==> config.mk <==
export PLATFORM = sky130hd
export DESIGN_NAME = song_sequencer
export DESIGN_NICKNAME = d
export VERILOG_FILES = /design/src/rtl/piano_pkg.sv /design/src/rtl/song_rom.sv /design/src/rtl/song_sequencer.sv
export SDC_FILE = /design/constraint.sdc
export NUM_CORES = 1
export LEC_CHECK = 0
export ABC_AREA = 1
export CORE_ASPECT_RATIO = 1.1
export CORE_MARGIN = 8
export CORE_UTILIZATION = 61
export CTS_CLUSTER_SIZE = 25
export DETAILED_ROUTE_END_ITERATION = 10
export PLACE_DENSITY = 0.84
export REMOVE_ABC_BUFFERS = 1
export SYNTH_ARGS = -nofsm -noshare
export SYNTH_HDL_FRONTEND = slang
export SYNTH_SLANG_ARGS = --single-unit
==> constraint.sdc <==
create_clock -name clk -period 2.8 [get_ports clk]
set_clock_uncertainty 0.15 [all_clocks]
set_input_delay 0.28 -clock clk [delete_from_list [all_inputs] [get_ports clk]]
set_output_delay 0.28 -clock clk [all_outputs]
set_load 0.05 [all_outputs]
==> src/rtl/piano_pkg.sv <==
// Shared definitions for the piano datapath: note bit positions, sequencer
// FSM states and the default song length.
package piano_pkg;

  // Bit positions on the 8-bit note-enable line bus
  localparam int unsigned NOTE_C  = 0;
  localparam int unsigned NOTE_D  = 1;
  localparam int unsigned NOTE_E  = 2;
  localparam int unsigned NOTE_F  = 3;
  localparam int unsigned NOTE_G  = 4;
  localparam int unsigned NOTE_A  = 5;
  localparam int unsigned NOTE_B  = 6;
  localparam int unsigned NOTE_C2 = 7;

  // Number of ROM steps in the stock phrase
  localparam int unsigned SONG_LEN_DEFAULT = 9;

  typedef enum logic [1:0] {
    StIdle,
    StNote,
    StGap
  } seq_state_e;

  // One-hot line mask for a single note position
  function automatic logic [7:0] note_bit(input int unsigned pos);
    return 8'(1) << pos;
  endfunction

endpackage

==> src/rtl/song_rom.sv <==
// Combinational chord table: step index in, note-enable line out.
// Swapping the tune only touches this file.
module song_rom
  import piano_pkg::*;
(
  input  logic [3:0] addr_i,
  output logic [7:0] data_o
);

  // F + A + C2 chord (0xA8)
  localparam logic [7:0] ChordFac = note_bit(NOTE_F) | note_bit(NOTE_A) | note_bit(NOTE_C2);

  // Chord lookup; unused entries are silent
  always_comb begin
    data_o = 8'h00;
    case (addr_i)
      4'd0:    data_o = ChordFac;
      4'd1:    data_o = note_bit(NOTE_C);
      4'd2:    data_o = note_bit(NOTE_D);
      4'd3:    data_o = note_bit(NOTE_C);
      4'd4:    data_o = note_bit(NOTE_F);
      4'd5:    data_o = note_bit(NOTE_A);
      4'd6:    data_o = note_bit(NOTE_B);
      4'd7:    data_o = note_bit(NOTE_A);
      4'd8:    data_o = ChordFac;
      default: data_o = 8'h00;
    endcase
  end

endmodule

==> src/rtl/song_sequencer.sv <==
// Song player: steps through song_rom at a fixed tempo, emitting each chord
// for the note part of a beat and silence for the articulation gap.
// Restarts on a rising edge of the debounced play level; dropping play aborts.
module song_sequencer
  import piano_pkg::*;
#(
  parameter int unsigned BEAT_CYCLES = 247500,
  parameter int unsigned GAP_CYCLES  = 12500,
  parameter int unsigned SONG_LEN    = SONG_LEN_DEFAULT,
  parameter bit          LOOP        = 1'b0
) (
  input  logic       clk,
  input  logic       reset,
  input  logic       play,
  output logic [7:0] line,
  output logic       playing,
  output logic [3:0] step_idx,
  output logic       done
);

  localparam int unsigned CntW = (BEAT_CYCLES > 1) ? $clog2(BEAT_CYCLES) : 1;
  localparam logic [CntW-1:0] NoteLast = CntW'(BEAT_CYCLES - GAP_CYCLES - 1);
  localparam logic [CntW-1:0] BeatLast = CntW'(BEAT_CYCLES - 1);
  localparam logic [3:0]      IdxLast  = 4'(SONG_LEN - 1);

  seq_state_e      state_q, state_d;
  logic [CntW-1:0] cnt_q, cnt_d;
  logic [3:0]      idx_q, idx_d;
  logic [7:0]      line_q, line_d;
  logic            playing_q, playing_d;
  logic            done_q, done_d;
  logic            play_q;
  logic            start;
  logic            step_end;
  logic [7:0]      rom_data;

  assign start = play & ~play_q;

  // Look up the chord for the step we are about to enter so line is registered
  song_rom u_song_rom (
    .addr_i (idx_d),
    .data_o (rom_data)
  );

  // State register; play_q keeps sampling through reset so a switch held
  // across reset is not mistaken for a fresh press
  always_ff @(posedge clk) begin
    play_q <= play;
    if (reset) begin
      state_q   <= StIdle;
      cnt_q     <= '0;
      idx_q     <= '0;
      line_q    <= '0;
      playing_q <= 1'b0;
      done_q    <= 1'b0;
    end else begin
      state_q   <= state_d;
      cnt_q     <= cnt_d;
      idx_q     <= idx_d;
      line_q    <= line_d;
      playing_q <= playing_d;
      done_q    <= done_d;
    end
  end

  // Next-state: beat timing, end-of-step sequencing, abort overrides all
  always_comb begin
    state_d  = state_q;
    cnt_d    = cnt_q;
    idx_d    = idx_q;
    done_d   = 1'b0;
    step_end = 1'b0;

    unique case (state_q)
      StIdle: begin
        if (start) begin
          state_d = StNote;
          cnt_d   = '0;
          idx_d   = '0;
        end
      end
      StNote: begin
        cnt_d = cnt_q + CntW'(1);
        if (cnt_q == NoteLast) begin
          if (GAP_CYCLES == 0) begin
            step_end = 1'b1;
          end else begin
            state_d = StGap;
          end
        end
      end
      StGap: begin
        cnt_d = cnt_q + CntW'(1);
        if (cnt_q == BeatLast) begin
          step_end = 1'b1;
        end
      end
      default: state_d = StIdle;
    endcase

    if (step_end) begin
      cnt_d = '0;
      if (idx_q < IdxLast) begin
        idx_d   = idx_q + 4'd1;
        state_d = StNote;
      end else if (LOOP) begin
        idx_d   = '0;
        state_d = StNote;
      end else begin
        idx_d   = '0;
        state_d = StIdle;
        done_d  = 1'b1;
      end
    end

    if ((state_q != StIdle) && !play) begin
      state_d = StIdle;
      cnt_d   = '0;
      idx_d   = '0;
      done_d  = 1'b0;
    end
  end

  // Output decode from the upcoming state, registered on the next edge
  always_comb begin
    line_d    = (state_d == StNote) ? rom_data : 8'h00;
    playing_d = (state_d != StIdle);
  end

  assign line     = line_q;
  assign playing  = playing_q;
  assign step_idx = idx_q;
  assign done     = done_q;

endmodule

Word-level counts from Yosys, hierarchy flattened
Memory sizes are Yosys's and may differ from the RTL's. A register that Yosys moved wholly into a read port is not among the register bits. Index checks and enable logic that the tools add are counted.

Flip-flop bits (word level): 35. Bits in latches: 0. RAM bits: 0. Bits in read-only memories: 96. Bits of input ports: 3. Word-level logic and storage cells: 48. Memories kept: 1.

$add $sub $neg: 2. Multipliers: 0. Div/mod/pow operators: 0. $lt $le $gt $ge: 1. Eq/ne operators: 6. Shifts and indexed selects: 0. Multiplexer cells: 16. Bitwise logic cells: 4. Reduce and logical (&&, ||, !) cells: 11.

Memories: (name not given) (words 16, width 6, read ports 1, clocked after Yosys merged registers in 1, write ports 0, line song_rom.sv:16) `case (addr_i)`.

Operators with widths (count): equality test 18 bit (second input constant) (2); case mux 18 bit (2 select lines) (1); two-way mux 4 bit (5); adder 18 x 1 -> 18 bit (second input constant) (1); two-way mux 18 bit (1); two-way mux 2 bit (4); case mux 2 bit (3 select lines) (1); nonzero test 2 bit (3); OR reduction 3 bit (2); adder 4 x 1 -> 4 bit (second input constant) (1); equality test 2 x 1 -> 1 bit (second input constant) (2); less-than comparator 4 bit (second input constant) (1); two-way mux 1 bit (4); OR reduction 2 bit (2); NOT 1 bit (3); equality test 2 bit (second input constant) (1); zero test 2 bit (1); != test 2 bit (second input constant) (1); AND reduction 2 bit (1); AND 1 bit (1); logical AND 1 bit (1); zero test 1 bit (1).

Logic depth before layout (Yosys ltp)
Gate-level depths: netlist of the first run.

Depth in word-level cells: 9. Depth in mapped cells: 13.

Hierarchy
A second synthesis of the first run with hierarchy kept.

Cells, all modules: 262. Area, all modules: 1868.0 um^2.

Modules (own cells, without submodules): song_sequencer (instances 1, cells an instance 242, area each 1781.7 um^2); song_rom (instances 1, cells an instance 20, area each 86.3 um^2).

Worst setup path before layout of the first run
OpenSTA, ideal clock, no wires.

Kind: flip-flop to flip-flop. Start: register state_q[1]. End: register cnt_q[17]. Library setup time: 113 ps. Arrival: 1517 ps. Data required time: 2537 ps. Slack: 1020 ps. Stages on the path, launching flop included: 12. Period minus slack after synthesis: 1780 ps. Cell sequence: dfxtp_1 inv_1 ha_1 nand2_1 nand2_4 nand2_1 nor2_1 nand3b_1 nor2_2 nand2_1 o21ai_1 nor2_1.

Longest elaborated chain between the ends: 4. Elaborated cells between the ends (all ways): 12. Those cells by class: eq/ne: 3; mux: 2; reduce/logical: 7.

Ends and longest elaborated chain: start: declaration (line song_sequencer.sv:26) `seq_state_e state_q, state_d;`; start signal: assignment (line song_sequencer.sv:50) `state_q <= StIdle;`; start signal: assignment (line song_sequencer.sv:57) `state_q <= state_d;`; equality test 2 bit / equality test 2 x 1 -> 1 bit (equally long branches) (line song_sequencer.sv:74) `unique case (state_q)`; OR reduction 2 bit (no source line); nonzero test 2 bit (no source line); AND reduction 2 bit (no source line); end signal: assignment (line song_sequencer.sv:58) `cnt_q <= cnt_d;`; end: declaration (line song_sequencer.sv:27) `logic [CntW-1:0] cnt_q, cnt_d;`.

Parallel ways exist; a longest one is shown, timed or not. A chain may end at the register's enable or synchronous reset.

Worst setup path in the final report of the first run
Start: register state_q[1]. End: register cnt_q[8].

The elaborated chain is that of the path after synthesis.

==> impl_metrics.prom, run 1 <==
# TYPE chip_impl_metric gauge
chip_impl_info{name="outcome",value="complete, no violations"} 1
chip_impl_metric{name="p_clk_share",unit="%"} 31.8
chip_impl_metric{name="worst_pin_slew",unit="ns"} 0.506
chip_impl_metric{name="buffer_ports.inserted",unit=""} 14
chip_impl_metric{name="placement.cell_area",unit="um2"} 2090
chip_impl_info{name="worstSetupPathType",value="reg -> reg"} 1
chip_impl_metric{name="detail_route.first_pass.iterations",unit=""} 4
chip_impl_metric{name="power.ir.vdd_worst",unit="mV"} 0.367
chip_impl_metric{name="core-area",unit="um2"} 3050
chip_impl_info{name="timing.critical_path.from_type",value="register"} 1
chip_impl_info{name="crit_slowest_cell",value="sky130_fd_sc_hd__dfxtp_1"} 1
chip_impl_metric{name="ys_ff_latch",unit=""} 33
chip_impl_metric{name="use_met2",unit="%"} 25.7
chip_impl_info{name="critical_path.endpoint_type",value="register"} 1
chip_impl_metric{name="post_route_cells_drive_above_1_share",unit="%"} 20.4
chip_impl_metric{name="postSynthCellCount",unit=""} 271
chip_impl_metric{name="initial_antenna_violation_count",unit=""} 0
chip_impl_metric{name="ant_nets",unit=""} 0
chip_impl_metric{name="totalWireLength",unit="um"} 3860
chip_impl_metric{name="y_dimension_of_the_die",unit="um"} 75.0
chip_impl_metric{name="wl_per_cell",unit="um"} 12.0
chip_impl_metric{name="finalWorstSetupSlack",unit="ns"} 0.774
chip_impl_info{name="grt.busiest_layer",value="met2"} 1
chip_impl_metric{name="dr.first_iter.drc_count",unit=""} 127
chip_impl_metric{name="grt_pass1_vias",unit=""} 1550
chip_impl_metric{name="grtUsageMet1",unit="%"} 18.1
chip_impl_metric{name="die-width",unit="um"} 69.7
chip_impl_metric{name="gr-total-overflow",unit=""} 0
chip_impl_metric{name="placed_cells_incl_taps",unit=""} 316
chip_impl_metric{name="total_neg_setup_slack",unit="ns"} 0
chip_impl_metric{name="clk_pin_slew",unit="ns"} 0.10
chip_impl_info{name="tritoncts",value="built"} 1
chip_impl_metric{name="initial_utilization",unit="%"} 63.4
chip_impl_metric{name="power_frac_seq",unit="%"} 57.6
chip_impl_info{name="rsz_0062_raised_after_global_routing",value="false"} 1
chip_impl_metric{name="fillcell_total",unit=""} 254
chip_impl_metric{name="switching_share",unit="%"} 25.6
chip_impl_metric{name="yosysWarnings",unit=""} 0
chip_impl_metric{name="total_power",unit="uW"} 832
chip_impl_info{name="timing.hold.worst.class",value="in -> reg"} 1
chip_impl_metric{name="synthToLayoutAreaGrowth",unit="%"} 10.9
chip_impl_metric{name="final.period_utilization",unit="%"} 72.4
chip_impl_metric{name="crit_path_max_incr_delay",unit="ns"} 0.37
chip_impl_metric{name="finish.utilization",unit="%"} 70.4
chip_impl_info{name="layout_commonest_cell",value="sky130_fd_sc_hd__nand2_1"} 1
chip_impl_info{name="crit_path_cell_trace",value="inv_1 > ha_1 > nand2_1 > nand2_4 > inv_2 > nor2_1 > nand2_1 > nor3_1 > a211oi_2"} 1
chip_impl_metric{name="hold_viol",unit=""} 0
chip_impl_metric{name="floorplan.io_pins",unit=""} 17
chip_impl_metric{name="grt.met3_usage",unit="%"} 4.48
chip_impl_metric{name="grt_first_pass_wirelength",unit="um"} 6560
chip_impl_metric{name="htreeDepth",unit=""} 2
chip_impl_metric{name="cellPowerDensity",unit="nW/um2"} 388
chip_impl_metric{name="drv.max_cap_violation_count",unit=""} 0
chip_impl_metric{name="power.leakage",unit="nW"} 0.887
chip_impl_info{name="mostFrequentLayoutCells",value="sky130_fd_sc_hd__nand2_1, sky130_fd_sc_hd__nor2_1, sky130_fd_sc_hd__dfxtp_1"} 1
chip_impl_metric{name="grt_max_degree",unit=""} 13
chip_impl_metric{name="clk_path_buf_depth",unit=""} 2
chip_impl_metric{name="p_switching",unit="uW"} 213
chip_impl_metric{name="final_nets",unit=""} 298
chip_impl_metric{name="cp_data_arrival_time",unit="ns"} 2.08
chip_impl_metric{name="worstSkewPairLatency",unit="ns"} 0.32
chip_impl_metric{name="timing.final.setup_violations",unit=""} 0
chip_impl_metric{name="synth_top_area_share",unit="%"} 34.2
chip_impl_metric{name="worst_slew_margin_rel",unit="%"} 66.2
chip_impl_metric{name="diodes",unit=""} 0
chip_impl_metric{name="vias_per_cell",unit=""} 5.32
chip_impl_metric{name="cts_hold_buf",unit=""} 0
chip_impl_metric{name="drc_markers",unit=""} 0
chip_impl_metric{name="post-route-cell-area",unit="um2"} 2140
chip_impl_metric{name="finalNonFillerCells",unit=""} 323
chip_impl_metric{name="cp.required",unit="ns"} 2.85
chip_impl_metric{name="dp.final_hpwl",unit="um"} 3050
chip_impl_metric{name="cts_post_setup_buffers_inserted",unit=""} 0
chip_impl_metric{name="clock-sinks",unit=""} 33
chip_impl_metric{name="place_congestion",unit=""} 0.910
chip_impl_metric{name="power_frac_comb",unit="%"} 10.6
chip_impl_metric{name="num_cts_buffers",unit=""} 5
chip_impl_metric{name="synth.cell_area",unit="um2"} 1930
chip_impl_metric{name="layout_min_cycle_time",unit="ns"} 2.03
chip_impl_metric{name="grt_use_total",unit="%"} 15.1
chip_impl_info{name="cp_common_cell",value="sky130_fd_sc_hd__nand2_1"} 1
chip_impl_metric{name="vias",unit=""} 1719
chip_impl_info{name="post_synth_main_area_contributors",value="sky130_fd_sc_hd__dfxtp_1, sky130_fd_sc_hd__nand2_1, sky130_fd_sc_hd__nor2_1"} 1
chip_impl_metric{name="worstPathMaxFanout",unit=""} 8
chip_impl_metric{name="drv_slew",unit=""} 0
chip_impl_metric{name="synth_sequential_area_ratio",unit="%"} 34.2
chip_impl_metric{name="intPower",unit="uW"} 619
chip_impl_metric{name="postCtsResizedCells",unit=""} 0
chip_impl_metric{name="place_worst_setup_slack",unit="ns"} 0.687
chip_impl_metric{name="final.hold.worst_slack",unit="ns"} 0.311
chip_impl_metric{name="number_of_placement_rows",unit=""} 21
chip_impl_metric{name="dieArea",unit="um2"} 5230
chip_impl_info{name="root_buffer",value="sky130_fd_sc_hd__clkbuf_4"} 1
chip_impl_metric{name="max_freq",unit="MHz"} 493
chip_impl_metric{name="synth.distinct_cells",unit=""} 32
chip_impl_metric{name="avgSynthCellArea",unit="um2"} 7.13
chip_impl_info{name="largest_area_contributor_in_the_synthesized_netlist",value="sky130_fd_sc_hd__dfxtp_1"} 1
-- state kept, by name, summed over array words and instances (netlist names) --
name      cells
cnt_q        18
line          6
step_idx      4
state_q       2
done          1
play_q        1
playing       1
-- Yosys cell counts (all sizes together) --
cell type   n
nor4        2
nor3b       2
xnor2       1
nand2b      1
clkinv      2
xor2        1
nand3b      3
nor3       16
ha          6
dfxtp      33
a211oi      3
o21ai       7
nor2       47
buf         4
conb        1
nand2      69
inv        39
a21oi      12
nand3      20
nand4       2
-- worst max-delay path, delay by kind of cell (launching register included) --
family / cells / cell delay (ns)
buffers and inverters: 2 / 0.16
adders and majority gates: 1 / 0.35
AOI/OAI and AO/OA: 1 / 0.11
DFF: 1 / 0.37
and+or+nand+nor: 5 / 0.76
-- power groups by stage --
stage | Clock, mW | Combinational [mW] | Sequential [mW]
after global routing | 0.289 | 0.0964 | 0.480
after CTS | 0.273 | 0.0881 | 0.480
after global placement | 0 | 0.0867 | 0.490
final | 0.264 | 0.0885 | 0.479
after detailed placement | 0 | 0.0876 | 0.491
after floorplan | 0 | 0.0477 | 0.507
-- layer usage --
layer / up-vias / share of wire, %
met5: - / 0
met4: 0 / 1.0
met3: 4 / 5.6
met2: 40 / 48
met1: 787 / 46
li1: 888 / -
-- worst paths after layout --
check        startpoint   endpoint  slack [ns]  cells past startpoint
max          state_q[1]   cnt_q[8]        0.77                      9
min                play     play_q        0.31                      1
max reg2reg  state_q[1]   cnt_q[8]        0.77                      9
min reg2reg   cnt_q[15]  cnt_q[15]        0.34                      2
-- layout make-up --
cell class                 count  area, um2  area share (%)
sequential                    33        661            30.8
inverter                      41        154            7.18
multi-input combinational    194       1090            50.9
timing repair buffer          14        140            6.53
clock buffer                   7       55.1            2.57
tap                           34       42.5            1.98
-- cells by family after synthesis --
family	after synthesis	share of synthesized area (%)
simple gates	162	44.8
buf+inv	45	9.51
flops	33	34.2
compound gates	22	6.54
fa+ha+maj	6	3.88
xor+xnor	2	0.906
other cells	1	0.194
No activity file was read; power rests on OpenSTA's default activity.
==> inputs of run 2 (changes only) <==
CORE_UTILIZATION = 51   (was 61)
PLACE_DENSITY = 0.75   (was 0.84)
clock period = 1.85 ns   (was 2.8 ns; I/O delays follow)
==> impl_metrics.prom, run 2 (synthesis gave the netlist of run 1 again) <==
# TYPE chip_impl_metric gauge
chip_impl_metric{name="final.hold.worst_slack",unit="ns"} 0.299
chip_impl_metric{name="num_cts_buffers",unit=""} 5
chip_impl_metric{name="clk_pin_slew",unit="ns"} 0.07
chip_impl_metric{name="cellPowerDensity",unit="nW/um2"} 568
chip_impl_metric{name="place_worst_setup_slack",unit="ns"} -0.122
chip_impl_metric{name="cp.required",unit="ns"} 1.88
chip_impl_metric{name="fillcell_total",unit=""} 295
chip_impl_metric{name="final.period_utilization",unit="%"} 100
chip_impl_metric{name="drc_markers",unit=""} 0
chip_impl_metric{name="layout_min_cycle_time",unit="ns"} 1.85
chip_impl_info{name="rsz_0062_raised_after_global_routing",value="true"} 1
chip_impl_metric{name="power_frac_comb",unit="%"} 13.0
chip_impl_metric{name="buffer_ports.inserted",unit=""} 14
chip_impl_metric{name="ant_nets",unit=""} 0
chip_impl_metric{name="number_of_placement_rows",unit=""} 23
chip_impl_info{name="critical_path.endpoint_type",value="register"} 1
chip_impl_metric{name="placed_cells_incl_taps",unit=""} 354
chip_impl_metric{name="p_switching",unit="uW"} 378
chip_impl_info{name="mostFrequentLayoutCells",value="sky130_fd_sc_hd__nand2_1, sky130_fd_sc_hd__nor2_1, sky130_fd_sc_hd__buf_4"} 1
chip_impl_metric{name="post_route_cells_drive_above_1_share",unit="%"} 38.7
chip_impl_metric{name="switching_share",unit="%"} 25.8
chip_impl_metric{name="power.leakage",unit="nW"} 1.10
chip_impl_metric{name="worstRegToRegCells",unit=""} 11
chip_impl_metric{name="vias",unit=""} 1849
chip_impl_info{name="register_name_with_the_most_flops",value="cnt_q"} 1
chip_impl_metric{name="dr.first_iter.drc_count",unit=""} 185
chip_impl_metric{name="totalWireLength",unit="um"} 4760
chip_impl_metric{name="htreeDepth",unit=""} 2
chip_impl_info{name="outcome",value="finished, violations left"} 1
chip_impl_metric{name="grt_use_total",unit="%"} 16.0
chip_impl_metric{name="largest_register_ff_count",unit=""} 18
chip_impl_metric{name="finalWorstSetupSlack",unit="ns"} -0.000261
chip_impl_info{name="layout_commonest_cell",value="sky130_fd_sc_hd__nand2_1"} 1
chip_impl_metric{name="grt_max_degree",unit=""} 13
chip_impl_metric{name="dieArea",unit="um2"} 6020
chip_impl_metric{name="multi_input_comb_area",unit="um2"} 1250
chip_impl_info{name="tritoncts",value="built"} 1
chip_impl_metric{name="worstSkewPairLatency",unit="ns"} 0.29
chip_impl_metric{name="placement.cell_area",unit="um2"} 2260
chip_impl_metric{name="wl_per_cell",unit="um"} 12.9
chip_impl_metric{name="seq_area",unit="um2"} 672
chip_impl_metric{name="final_nets",unit=""} 327
chip_impl_metric{name="post-route-cell-area",unit="um2"} 2580
chip_impl_metric{name="grt_pass1_vias",unit=""} 1733
chip_impl_metric{name="intPower",unit="mW"} 1.09
chip_impl_metric{name="worst_slew_margin_rel",unit="%"} 66.0
chip_impl_metric{name="finalNonFillerCells",unit=""} 368
chip_impl_metric{name="gr-total-overflow",unit=""} 0
chip_impl_metric{name="cp_data_arrival_time",unit="ns"} 1.88
chip_impl_metric{name="max_freq",unit="MHz"} 540
chip_impl_metric{name="detail_route.first_pass.iterations",unit=""} 4
chip_impl_info{name="timing.hold.worst.class",value="in -> reg"} 1
chip_impl_metric{name="drv_slew",unit=""} 0
chip_impl_metric{name="place_congestion",unit=""} 0.852
chip_impl_metric{name="dp.final_hpwl",unit="um"} 3310
chip_impl_metric{name="synthToLayoutAreaGrowth",unit="%"} 33.4
chip_impl_metric{name="total_neg_setup_slack",unit="ns"} -0.000261
chip_impl_metric{name="holdPathStages",unit=""} 1
chip_impl_metric{name="floorplan.io_pins",unit=""} 17
chip_impl_metric{name="p_clk_share",unit="%"} 37.5
chip_impl_info{name="worstSetupPathType",value="reg -> reg"} 1
chip_impl_info{name="violations",value="setup timing"} 1
chip_impl_metric{name="power_frac_seq",unit="%"} 49.5
chip_impl_metric{name="drv.max_cap_violation_count",unit=""} 0
chip_impl_metric{name="timing.final.setup_violations",unit=""} 1
chip_impl_metric{name="die-width",unit="um"} 74.7
chip_impl_metric{name="clock-sinks",unit=""} 33
chip_impl_metric{name="vias_per_cell",unit=""} 5.02
chip_impl_metric{name="diodes",unit=""} 0
chip_impl_info{name="root_buffer",value="sky130_fd_sc_hd__clkbuf_8"} 1
chip_impl_metric{name="worstPathMaxFanout",unit=""} 5
chip_impl_metric{name="hold_viol",unit=""} 0
chip_impl_metric{name="cts_hold_buf",unit=""} 0
chip_impl_metric{name="power.ir.vdd_worst",unit="mV"} 0.384
chip_impl_metric{name="clk_path_buf_depth",unit=""} 2
chip_impl_metric{name="y_dimension_of_the_die",unit="um"} 80.6
chip_impl_metric{name="core-area",unit="um2"} 3650
chip_impl_metric{name="initial_antenna_violation_count",unit=""} 0
chip_impl_metric{name="worst_pin_slew",unit="ns"} 0.509
chip_impl_metric{name="initial_utilization",unit="%"} 52.9
chip_impl_info{name="timing.critical_path.from_type",value="register"} 1
chip_impl_metric{name="grt_first_pass_wirelength",unit="um"} 7510
run 2: stage by stage:
step / total power, mW / util, %
global route: 1.52 / 70.6
global placement: 0.905 / 62.0
floorplan: 0.840 / -
CTS: 1.45 / 65.4
detailed placement: 0.907 / 62.0
finish: 1.47 / 70.6
run 2: power by group through the flow:
stage	combinational [mW]	clock, mW	sequential, mW
6_report	0.191	0.549	0.726
3_3_place_gp	0.164	0	0.741
4_1_cts	0.170	0.553	0.726
2_1_floorplan	0.0722	0	0.768
5_1_grt	0.203	0.592	0.727
3_5_place_dp	0.165	0	0.742
run 2: metal layers:
layer,vias up,GRT usage [%],wire length [um]
li1,951,-,-
met1,844,19.0,2080
met2,45,26.7,2390
met3,9,2.62,221
met4,0,8.24,65
met5,-,0,0
run 2: worst max-delay path: stages, from the launching register on:
cell	delay, ns
sky130_fd_sc_hd__dfxtp_4	0.37
sky130_fd_sc_hd__inv_4	0.04
sky130_fd_sc_hd__ha_4	0.27
sky130_fd_sc_hd__nand2_4	0.05
sky130_fd_sc_hd__nand2_4	0.08
sky130_fd_sc_hd__nand2_2	0.06
sky130_fd_sc_hd__nor2_1	0.11
sky130_fd_sc_hd__nand3b_1	0.13
sky130_fd_sc_hd__nor2_2	0.15
sky130_fd_sc_hd__nand2_1	0.10
sky130_fd_sc_hd__o21ai_2	0.17
sky130_fd_sc_hd__nor2_2	0.06
run 2: area by class of cell:
| type | instances | share of cell area, % |
|---|---|---|
| Multi-Input combinational cell | 194 | 48.4 |
| Inverter | 41 | 6.26 |
| Tap cell | 50 | 2.43 |
| Sequential cell | 33 | 26.1 |
| Clock buffer | 7 | 3.35 |
| Timing Repair Buffer | 43 | 13.5 |
run 2: repair_timing:
| item | CTS | global route |
|---|---|---|
| resized for setup | 6 | 43 |
| setup buffers | 1 | 6 |
| gates cloned | 0 | 0 |
| setup endpoints to repair | 20 | 24 |
| pin swaps | 3 | 20 |
run 2: worst paths after layout:
kind               from   endpoint  slack [ns]
max          state_q[1]  cnt_q[17]     -0.0003
min                play     play_q        0.30
max reg2reg  state_q[1]  cnt_q[17]     -0.0003
min reg2reg    cnt_q[1]   cnt_q[1]        0.34
==> variant 1: new RTL, flow settings as in run 2 <==
The parameter `BEAT_CYCLES` goes from 247500 to 123750.
--- a/src/rtl/song_sequencer.sv
+++ b/src/rtl/song_sequencer.sv
@@ -4,7 +4,7 @@
 module song_sequencer
   import piano_pkg::*;
 #(
-  parameter int unsigned BEAT_CYCLES = 247500,
+  parameter int unsigned BEAT_CYCLES = 123750,
   parameter int unsigned GAP_CYCLES  = 12500,
   parameter int unsigned SONG_LEN    = SONG_LEN_DEFAULT,
   parameter bit          LOOP        = 1'b0
Behaviour: same outputs for any inputs over 10 cycles, from zero or initial values and one cycle with reset high; that may be too few to reach the edited logic, so the function may still have changed.
==> variant 1 against run 2 <==
  * The flow still finishes with violations (negative setup slack)
  * Sequential cell count shrank 1
  * Cell area increased by 2.0%
  * Setup slack lost 44 ps
  * Area after synthesis fell by 5.2%
  * Count of clock-buffer cells in the layout fell by 1
  * Routed wire length increased by 7.7%
  * Sequential share of layout area fell by 1.5 points
  * Global-route usage increased by 0.33 points
  * Total power rose by 6.9%
  * Combinational power increased by 47%
  * Largest cell class unchanged
==> variant 1: results (changes against run 2) <==
stage	metric	value	unit	change
grt	met3 Track Usage GR	4.53	%	was 2.62%
final_layout	final net count	339		was 327
final_layout	max reg flops	17		was 18
yosys	register area share after synthesis	35.0	%	was 34.2%
critical_path	maximum fanout along the worst path	4		was 5
pwr	P_int	1.12	mW	was 1.09 mW
detailed_routing	met2 wire length	2490	um	was 2390 um
yosys	Synth top cells by count	nand2_1 (67), nor2_1 (52), inv_1 (34), dfxtp_1 (32), nand3_1 (17)		was nand2_1 (54), nor2_1 (37), dfxtp_1 (33), inv_1 (28), nand3_1 (14)
final_layout	ANT cells	0		unchanged
placed_design	dpl cells	359		was 354
detailed_routing	initial drt markers	126		was 185
grt	vias in the first global route	1660		was 1733
grt	global-route wire length before repair	7420	um	was 7510 um
status	failing checks	negative setup slack		unchanged
detailed_routing	WL/cell	13.5	um	was 12.9 um
yosys	fraction of synthesized cell area in xor and xnor cells	3.35	%	was 0.906%
placed_design	Place WS	-87.3	ps	was -122 ps
critical_path	Worst setup endpoint	cnt_q[11]$_SDFFE_PP0P_		was cnt_q[17]$_SDFFE_PP0P_
yosys	Synth area leaders	dfxtp_1 (35%), nand2_1 (14%), nor2_1 (11%), inv_1 (7.0%), ha_1 (4.8%)		was dfxtp_1 (34%), nand2_1 (10%), nor2_1 (7.2%), inv_1 (5.4%), ha_1 (3.9%)
yosys	Mapped Cells	272		was 271
pwr	Seq. pwr	0.719	mW	was 0.726 mW
timing	worst setup margin	-44.6	ps	was -0.261 ps
timing	Worst Max-Slew Pin Slew	553	ps	was 509 ps
grt	met1 GRT Util	20.0	%	was 19.0%
critical_path	RR Endpoint	cnt_q[11]$_SDFFE_PP0P_		was cnt_q[17]$_SDFFE_PP0P_
grt	met2 GRT Util	25.8	%	was 26.7%
final_layout	post-route non-filler standard cell count	380		was 368
placed_design	RD Place Congestion	0.906		was 0.852
yosys	adder-cell area share of the yosys netlist	4.78	%	was 3.88%
pwr	combinational cell power	0.281	mW	was 0.191 mW
detailed_routing	M1 WL	2180	um	was 2080 um
clock_tree	post_cts resized	10		was 6
grt	gr usage total	16.3	%	was 16.0%
timing	final setup fails	5		was 1
status	status	complete, but fails checks		unchanged
placed_design	post-DP HPWL	3190	um	was 3310 um
timing	hold slack	342	ps	was 299 ps
grt	largest net degree at the start of global routing	11		was 13
clock_tree	number of buffers added for setup after CTS	4		was 1
critical_path	Worst Reg-to-Reg Cells	10		was 11
pwr	peak supply drop	0.385	mV	was 0.384 mV
detailed_routing	routed wl met3	297	um	was 221 um
yosys	post-synthesis compound-gate area fraction	5.60	%	was 6.54%
final_layout	layout cell share with drive strength beyond 1	36.4	%	was 38.7%
timing	final setup TNS	-156	ps	was -0.261 ps
detailed_routing	via-per-instance ratio	4.99		was 5.02
pwr	Pleak	1.20	nW	was 1.10 nW
variant 1: changes by cell type after synthesis, sizes merged, moves of 4 or more:
cell	before	now
a21oi	12	8
nor2	47	60
nor3	16	6
xor2	1	6
variant 1: area by class of cell:
cell class / count / area (sq um)
clock buffers: 6 / 82.6
clock inverters: 2 / 10.0
fillers: 249 / 910
inverters: 36 / 145
multi-input cells: 201 / 1240
flip-flops and latches: 32 / 647
well taps: 50 / 62.6
repair buffers: 53 / 438
variant 1: per-stage QoR:
stage / area, sq um / utilization (%)
after floorplan: 1810 / -
after global placement: 2200 / 62.1
after detailed placement: 2200 / 62.1
after CTS: 2350 / 66.3
after global routing: 2630 / 74.3
final: 2630 / 74.3
variant 1: critical path, stage by stage (launching register included):
cell	delay, ps
dfxtp_2	350
buf_6	100
inv_4	30
ha_4	270
inv_4	40
o21ai_4	170
nand4_1	190
nor2_2	170
buf_4	140
o21ai_2	40
nor3_1	150
==> variant 2: new RTL, config.mk and constraints of run 2 <==
Made on the original files. Put one more register stage on the output `playing`, without a reset. The value now appears one clock later. The other outputs are not delayed to match.
--- a/src/rtl/song_sequencer.sv
+++ b/src/rtl/song_sequencer.sv
@@ -128,7 +128,9 @@
   end
 
   assign line     = line_q;
-  assign playing  = playing_q;
+  always_ff @(posedge clk) begin
+    playing <= playing_q;
+  end
   assign step_idx = idx_q;
   assign done     = done_q;
 
Check against the original RTL: not equivalent (Yosys sat finds a counterexample within 4 cycles, from zero or initial values and one cycle with reset high).
==> variant 2 against run 2 <==
  * Critical path depth is 1 lower
  * Cell area up 1.7%
  * Synthesized cell count is 0.37% higher
  * Setup slack better by 56 ps
  * Via count rose by 3.7%
  * Sequential cell count increased by 1
  * Area after synthesis rose by 1.0%
  * Routed wire length shrank 1.3%
  * Total power fell by 0.63%
  * Non-clock buffer count up 8
  * Count of clock-buffer cells in the layout shrank 2
  * Critical endpoint is now cnt_q[13]$_SDFFE_PP0P_
==> variant 2: results (changes against run 2) <==
stage	metric	value	unit	change
critical_path	Worst EP arrival	1820	ps	was 1880 ps
critical_path	R2R Setup Slk	60	ps	was -0.3 ps
detailed_routing	total wire length	4690	um	was 4760 um
worst_hold_path	Worst Hold Path EP	playing$_DFF_P_		was play_q$_DFF_P_
final_layout	FILL cells	298		was 295
grt	gr usage total	15.9	%	was 16.0%
final_layout	final net count	336		was 327
yosys	Synth top cells by count	nand2_1 (54), nor2_1 (37), dfxtp_1 (34), inv_1 (28), nand3_1 (14)		was nand2_1 (54), nor2_1 (37), dfxtp_1 (33), inv_1 (28), nand3_1 (14)
yosys	post-synthesis compound-gate area fraction	6.47	%	was 6.54%
final_layout	layout cell share with drive strength beyond 1	38.2	%	was 38.7%
yosys	post-synthesis mux area share	0	%	unchanged
yosys	register area share after synthesis	34.8	%	was 34.2%
timing	Fin. Hold Viols	0		unchanged
worst_hold_path	hold path depth	0		was 1
status	status	completed		was complete, but fails checks
yosys	async set or reset register ratio after synthesis	0	%	unchanged
placed_design	post-DP HPWL	3480	um	was 3310 um
timing	Slew HR	65.8	%	was 66.0%
grt	initial antenna violation count	0		unchanged
yosys	Ys Warns	0		unchanged
pwr	Pleak	1.13	nW	was 1.10 nW
placed_design	RD Place Congestion	0.885		was 0.852
yosys	adder-cell area share of the yosys netlist	3.84	%	was 3.88%
clock_tree	H-tree levels	2		unchanged
final_layout	most flop-heavy register	cnt_q		unchanged
yosys	fraction of synthesized cell area in xor and xnor cells	0.897	%	was 0.906%
detailed_routing	initial drt markers	95		was 185
critical_path	maximum fanout along the worst path	5		unchanged
pwr	peak supply drop	0.448	mV	was 0.384 mV
critical_path	RR Endpoint	cnt_q[13]$_SDFFE_PP0P_		was cnt_q[17]$_SDFFE_PP0P_
clock_tree	Max Root-Sink Buffers	2		unchanged
yosys	Synth area leaders	dfxtp_1 (35%), nand2_1 (10%), nor2_1 (7.1%), inv_1 (5.4%), ha_1 (3.8%)		was dfxtp_1 (34%), nand2_1 (10%), nor2_1 (7.2%), inv_1 (5.4%), ha_1 (3.9%)
detailed_routing	DR vias	1917		was 1849
clock_tree	CTS buffer count	5		unchanged
clock_tree	root buf cell	clkbuf_8		unchanged
placed_design	Port-buffer cells	14		unchanged
worst_hold_path	Hold Startpoint	playing_q$_SDFF_PP0_		was play
yosys	Synth cell types	32		unchanged
critical_path	slowest CP cell	dfxtp_4		unchanged
worst_hold_path	worst min path class	flop to flop		was input port to flop
critical_path	Worst Reg-to-Reg Cells	10		was 11
final_layout	ANT cells	0		unchanged
critical_path	FF-to-FF Start	state_q[1]$_SDFF_PP0_		unchanged
grt	vias in the first global route	1825		was 1733
grt	global-route wire length before repair	7530	um	was 7510 um
clock_tree	CTS clk-pin slew, worst paths	70	ps	about the same
## variant 2: changes by cell type after synthesis
cell            run 2  this run
dfxtp_1            33        34
## variant 2: cells by family (layout without fill, tap and decap cells)
| logic type | count (synthesis) | count (layout) |
|---|---|---|
| buffers and inverters | 45 | 99 |
| AOI/OAI and AO/OA | 22 | 22 |
| and+or+nand+nor | 162 | 162 |
| xor gates and xnor gates | 2 | 2 |
| DFF | 34 | 34 |
| adders and majority gates | 6 | 6 |
| other | 1 | 2 |
## variant 2: area by class of cell
class / instances / area share (%)
clock inverter: 2 / 0.381
inverter: 41 / 6.15
clock buffer: 5 / 2.62
timing repair buffer: 51 / 15.8
multi-input combinational: 194 / 46.4
tap: 50 / 2.38
sequential: 34 / 26.3
## variant 2: where the power goes
group | switching [mW] | internal [mW] | leakage [nW] | total, mW
clock | 0.263 | 0.252 | 0.0438 | 0.515
combinational | 0.119 | 0.0724 | 0.805 | 0.192
sequential | 0.00585 | 0.744 | 0.278 | 0.750
## variant 2: worst reg2reg max path, delay by kind of cell (launching register included)
| family | cells | cell delay [ps] |
|---|---|---|
| DFF | 1 | 380 |
| and+or+nand+nor | 7 | 690 |
| buffers and inverters | 2 | 190 |
| adders and majority gates | 1 | 270 |
## variant 2: worst max path at each step
stage                           from                endpoint  slack (ps)  cells after the start
6_report       state_q[1]$_SDFF_PP0_  cnt_q[13]$_SDFFE_PP0P_          60                     10
5_1_grt        state_q[1]$_SDFF_PP0_  cnt_q[17]$_SDFFE_PP0P_         -60                     11
4_1_cts        state_q[1]$_SDFF_PP0_  cnt_q[17]$_SDFFE_PP0P_           8                     11
3_5_place_dp                    play   cnt_q[8]$_SDFFE_PP0P_        -160                     10
3_3_place_gp                    play   cnt_q[8]$_SDFFE_PP0P_         -80                     10
2_1_floorplan  state_q[1]$_SDFF_PP0_  cnt_q[17]$_SDFFE_PP0P_          70                     11
## variant 2: per-stage QoR
step | cell area (sq um) | hold WS, ps | setup slack, ps | util (%) | instances
after floorplan | 1930 | 62.7 | 69.5 | - | 269
after global placement | 2340 | 163 | -76.9 | 64.0 | 362
after detailed placement | 2340 | 165 | -155 | 64.0 | 362
after CTS | 2460 | 181 | 8.43 | 67.3 | 371
after global routing | 2620 | 202 | -63.8 | 71.8 | 377
final | 2620 | 180 | 55.8 | 71.8 | 377
## variant 2: per-layer routing
layer	track usage, %	up-vias	wire [um]
met1	17.8	897	2010
met5	0	-	0
met2	27.1	49	2450
met3	4.56	6	184
met4	7.06	0	51
li1	-	965	-
## variant 2: timing repair
item	CTS	global route
setup buffers	2	6
endpoints found under the hold margin	0	0
endpoints found under the setup margin	17	22
gates resized for setup	10	30
hold buffers	0	0
pin swaps	4	20
